<file path="src/rtl/vc_arbiter_pkg.sv">
// Shared types and constants for the two-VC weighted round-robin arbiter.
// State encoding, word width and destination-select bit live here.
package vc_arbiter_pkg;

  localparam int DATA_W   = 6;
  localparam int DEST_BIT = 4;

  typedef enum logic [1:0] {
    IDLE   = 2'd0,
    SERVE0 = 2'd1,
    SERVE1 = 2'd2
  } arb_state_t;

  // A programmed weight of zero behaves as a quota of one grant.
  function automatic logic [2:0] eff_weight(input logic [1:0] w);
    return (w == 2'd0) ? 3'd1 : {1'b0, w};
  endfunction

endpackage

</file>
<file path="src/rtl/vc_grant_logic.sv">
// Combinational eligibility check and next-grant decision for the VC arbiter.
// Produces the grant strobes plus the next FSM state and burst counter.
module vc_grant_logic
  import vc_arbiter_pkg::*;
(
  input  arb_state_t state,
  input  logic [1:0] cnt,
  input  logic       vc0_empty,
  input  logic       vc1_empty,
  input  logic       vc0_dest,
  input  logic       vc1_dest,
  input  logic       d0_almost_full,
  input  logic       d1_almost_full,
  input  logic [1:0] weight0,
  input  logic [1:0] weight1,
  output logic       grant0,
  output logic       grant1,
  output arb_state_t next_state,
  output logic [1:0] next_cnt
);

  logic elig0;
  logic elig1;
  logic exhausted0;
  logic exhausted1;

  assign elig0 = !vc0_empty && !(vc0_dest ? d1_almost_full : d0_almost_full);
  assign elig1 = !vc1_empty && !(vc1_dest ? d1_almost_full : d0_almost_full);

  // cnt counts grants beyond the first of a burst, so the quota test is cnt+1.
  assign exhausted0 = ({1'b0, cnt} + 3'd1) >= eff_weight(weight0);
  assign exhausted1 = ({1'b0, cnt} + 3'd1) >= eff_weight(weight1);

  always_comb begin
    grant0     = 1'b0;
    grant1     = 1'b0;
    next_state = IDLE;
    next_cnt   = 2'd0;
    case (state)
      SERVE0: begin
        if (elig0 && !exhausted0) begin
          grant0     = 1'b1;
          next_state = SERVE0;
          next_cnt   = cnt + 2'd1;
        end else if (elig1) begin
          grant1     = 1'b1;
          next_state = SERVE1;
        end else if (elig0) begin
          grant0     = 1'b1;
          next_state = SERVE0;
          next_cnt   = 2'd1;
        end
      end
      SERVE1: begin
        if (elig1 && !exhausted1) begin
          grant1     = 1'b1;
          next_state = SERVE1;
          next_cnt   = cnt + 2'd1;
        end else if (elig0) begin
          grant0     = 1'b1;
          next_state = SERVE0;
        end else if (elig1) begin
          grant1     = 1'b1;
          next_state = SERVE1;
          next_cnt   = 2'd1;
        end
      end
      default: begin
        if (elig0) begin
          grant0     = 1'b1;
          next_state = SERVE0;
        end else if (elig1) begin
          grant1     = 1'b1;
          next_state = SERVE1;
        end
      end
    endcase
  end

endmodule

</file>
<file path="src/rtl/vc_arbiter.sv">
// Two-VC weighted arbiter feeding two destination FIFOs: combinational pops,
// registered push/data/status outputs, FSM state held here.
module vc_arbiter
  import vc_arbiter_pkg::*;
(
  input  logic              clk,
  input  logic              reset,
  input  logic              vc0_empty,
  input  logic              vc1_empty,
  input  logic [DATA_W-1:0] vc0_data,
  input  logic [DATA_W-1:0] vc1_data,
  input  logic              d0_almost_full,
  input  logic              d1_almost_full,
  input  logic [1:0]        weight0,
  input  logic [1:0]        weight1,
  output logic              vc0_pop,
  output logic              vc1_pop,
  output logic              d0_push,
  output logic              d1_push,
  output logic [DATA_W-1:0] data_out,
  output logic              active_out,
  output logic              idle_out,
  output logic              error_out
);

  arb_state_t state;
  arb_state_t next_state;
  logic [1:0] cnt;
  logic [1:0] next_cnt;
  logic       grant0;
  logic       grant1;

  vc_grant_logic u_grant (
    .state          (state),
    .cnt            (cnt),
    .vc0_empty      (vc0_empty),
    .vc1_empty      (vc1_empty),
    .vc0_dest       (vc0_data[DEST_BIT]),
    .vc1_dest       (vc1_data[DEST_BIT]),
    .d0_almost_full (d0_almost_full),
    .d1_almost_full (d1_almost_full),
    .weight0        (weight0),
    .weight1        (weight1),
    .grant0         (grant0),
    .grant1         (grant1),
    .next_state     (next_state),
    .next_cnt       (next_cnt)
  );

  assign vc0_pop = grant0 && !reset;
  assign vc1_pop = grant1 && !reset;

  always_ff @(posedge clk) begin
    if (reset) begin
      state      <= IDLE;
      cnt        <= 2'd0;
      data_out   <= '0;
      d0_push    <= 1'b0;
      d1_push    <= 1'b0;
      active_out <= 1'b0;
      idle_out   <= 1'b1;
      error_out  <= 1'b0;
    end else begin
      state      <= next_state;
      cnt        <= next_cnt;
      d0_push    <= (vc0_pop && !vc0_data[DEST_BIT]) || (vc1_pop && !vc1_data[DEST_BIT]);
      d1_push    <= (vc0_pop && vc0_data[DEST_BIT]) || (vc1_pop && vc1_data[DEST_BIT]);
      active_out <= vc0_pop || vc1_pop;
      idle_out   <= vc0_empty && vc1_empty && !(d0_push || d1_push);
      // Sticky guard against ever popping an empty FIFO.
      error_out  <= error_out || (vc0_pop && vc0_empty) || (vc1_pop && vc1_empty);
      if (vc0_pop) begin
        data_out <= vc0_data;
      end else if (vc1_pop) begin
        data_out <= vc1_data;
      end
    end
  end

endmodule

</file>
<file path="config.mk">
export PLATFORM = sky130hd
export DESIGN_NAME = vc_arbiter
export DESIGN_NICKNAME = d
export VERILOG_FILES = /design/src/rtl/vc_arbiter_pkg.sv /design/src/rtl/vc_grant_logic.sv /design/src/rtl/vc_arbiter.sv
export SDC_FILE = /design/constraint.sdc
export NUM_CORES = 1
export LEC_CHECK = 0
export ABC_AREA = 1
export CORE_ASPECT_RATIO = 0.9
export CORE_MARGIN = 1.5
export CORE_UTILIZATION = 35
export DETAILED_ROUTE_END_ITERATION = 16
export GPL_TIMING_DRIVEN = 0
export PLACE_DENSITY = 0.67
export SYNTH_ARGS = -nofsm -noshare
export SYNTH_HDL_FRONTEND = slang
export SYNTH_SLANG_ARGS = --single-unit
</file>
<file path="constraint.sdc">
create_clock -name clk -period 5.1 [get_ports clk]
set_clock_uncertainty 0.1 [all_clocks]
set_input_delay 0.51 -clock clk [delete_from_list [all_inputs] [get_ports clk]]
set_output_delay 0.51 -clock clk [all_outputs]
set_load 0.02 [all_outputs]
</file>
==> impl_results.md <==
* Maxcap violations at 0
* Initial Util at 0.369
* Syn nets at 168
* Max Root-Sink Buffers at 2
* VDD IR max at 0.137 mV
* CTS resizes at 0
* First-pass GRT wire length at 3520 um
* Port buffer count at 34
* Die ar. at 3230 um^2
* Final hold vios at 0
* DRC at 0
* Startpoint type of the worst setup path: primary input
* Commonest non-fill, non-tap cell in the layout: clkdlybuf4s50_1
* Period utilization at 0.693
* Synthesized cell area at 1010 um^2
* Sequential fraction of the synthesis area at 0.296
* Vias in the first global route at 869
* Setup Buffers After CTS at 0
* Syn Inst Count at 139
* Final Wtd Congestion at 0.739
* Pleak at 0.670 nW
* N_diodes at 0
* Yosys cell types at 24
* Crit path max fanout at 10
* Dpl hpwl at 1700 um
* WL/cell at 9.83 um
* H-tree levels at 1
* TritonCTS Sinks at 15
* Hold_buf cts at 0
* Area growth from synthesis to layout at 41.2%
* I/O pins at 35
* TritonRoute pass-1 iters at 3
* Status: completed
* Final ANT Viol Nets at 0
* Commonest cells after routing, fill and taps aside: clkdlybuf4s50_1, nand2_1, inv_1
* Worst reg2reg path startpoint: cnt[0]
* Layout Nets at 207
* Synth Area per Inst at 7.30 um^2
* Die Y at 54.1 um
* Num rows at 18
* Clock Latency Late Sink at 290 ps
* GRT Residual Overflow at 0
* Synthesis-stage register bit count at 15
* Arrival @ worst endpoint at 2920 ps
* Drt initial violations at 27
* Pre-CTS setup slack at 1560 ps
* Clock-pin slew on the worst setup and hold paths at 90 ps
* Post-DP Area at 1410 um^2
* Crit. End Element: primary output
* Vias at 939
* Worst Setup SP: weight0[1]
* Hold slack at 337 ps
* RSZ-0062 raised after global routing: false
* Largest net degree at the start of global routing at 11
* Fmax at 283 MHz
* CTS tree: yes
* CORE AREA at 2750 um^2
* Crit path time final at 3530 ps
* Setup tns final at 0 ps
* PwrDens at 243 nW/um^2
* Width of the die at 59.8 um
* Routed WL at 2130 um
* Slew headroom at 0.808
* Worst hold start: error_out
* Antenna violations before repair at 0
* Slew Limit Fails at 0
* Worst hold path class: reg2reg
* Slew at the pin with the worst max-slew slack at 288 ps
* Root Buffer: clkbuf_4
* Setup Crit Path Kind: in2out
* Setup WS post-layout at 1570 ps
* GRT Overall Usage at 0.147
* Share of cells above drive strength 1 at 0.198
* Setup-failing EPs final at 0
* CTS Buf Count at 3
* CP required at 4490 ps
* Via density at 4.33
* YS warnings at 0
* Finished Cell Area at 1430 um^2
stage by stage:
step                      std cells  total power, W   util
after global placement          213        0.000277  0.511
after CTS                       217        0.000355  0.521
after floorplan                 139        0.000224      -
final                           217        0.000349  0.521
after detailed placement        213        0.000280  0.511
after global routing            217        0.000374  0.521
path summary, 6_finish.rpt:
| kind | to | slack, ps | depth (start not counted) |
|---|---|---|---|
| max | vc0_pop | 1570 | 13 |
| min reg2reg | error_out | 340 | 2 |
| max reg2reg | data_out[3] | 2930 | 14 |
| min | error_out | 340 | 2 |
sequential cells by signal, summed over array words and instances, names as in the netlist:
| signal | cells |
|---|---|
| active_out | 1 |
| cnt | 2 |
| d0_push | 1 |
| d1_push | 1 |
| data_out | 6 |
| error_out | 1 |
| idle_out | 1 |
| state | 2 |
per-layer routing:
layer | GRT usage | part of all wire | wire length, um
met4 | 0.0778 | 0.020 | 42
met2 | 0.245 | 0.45 | 962
met1 | 0.184 | 0.48 | 1030
met5 | 0 | 0 | 0
met3 | 0.0216 | 0.047 | 100
critical path: stages:
cell and delay (ps):
clkdlybuf4s50_1 450, inv_1 50, or2_2 270, ha_1 280, inv_1 50, nand2_1 40
nand3_1 80, nand2_1 70, a21oi_2 160, inv_2 70, nand2_4 100, buf_6 170
clkdlybuf4s50_1 610
cell families (layout without fill, tap and decap cells):
family / count (synthesis) / count (layout) / synth area share
flip-flops: 15 / 15 / 0.296
AO/OA/AOI/OAI: 9 / 9 / 0.0567
adder cells (fa/ha/maj): 7 / 7 / 0.101
buffers and inverters: 30 / 68 / 0.123
AND/OR/NAND/NOR: 78 / 78 / 0.423
final cells by class:
type / instances / area (um^2)
Timing Repair Buffer: 34 / 340
Clock inverter: 1 / 5.00
Clock buffer: 3 / 22.5
Sequential cell: 15 / 300
Multi-Input combinational cell: 94 / 589
Tap cell: 40 / 50.0
Fill cell: 280 / 1320
Buffer: 1 / 11.3
Inverter: 29 / 114
cells in the mapped netlist, drive strengths merged:
cell type | count | share of area
nand2 | 39 | 0.19
inv | 28 | 0.10
nor2 | 23 | 0.12
dfxtp | 15 | 0.30
nand3 | 8 | 0.062
ha | 5 | 0.062
nand3b | 5 | 0.037
o21ai | 4 | 0.020
a21oi | 3 | 0.022
fa | 2 | 0.039
or2 | 2 | 0.012
and3 | 1 | 0.0062
buf | 1 | 0.011
clkinv | 1 | 0.0086
o22ai | 1 | 0.0062
o41ai | 1 | 0.0086
report_power, final:
group	switching, W	internal [W]	leakage (nW)
sequential	0.00000613	0.000131	0.123
clock	0.0000424	0.0000292	0.0177
combinational	0.0000740	0.0000660	0.529
Power figures use the tool's default switching activity.
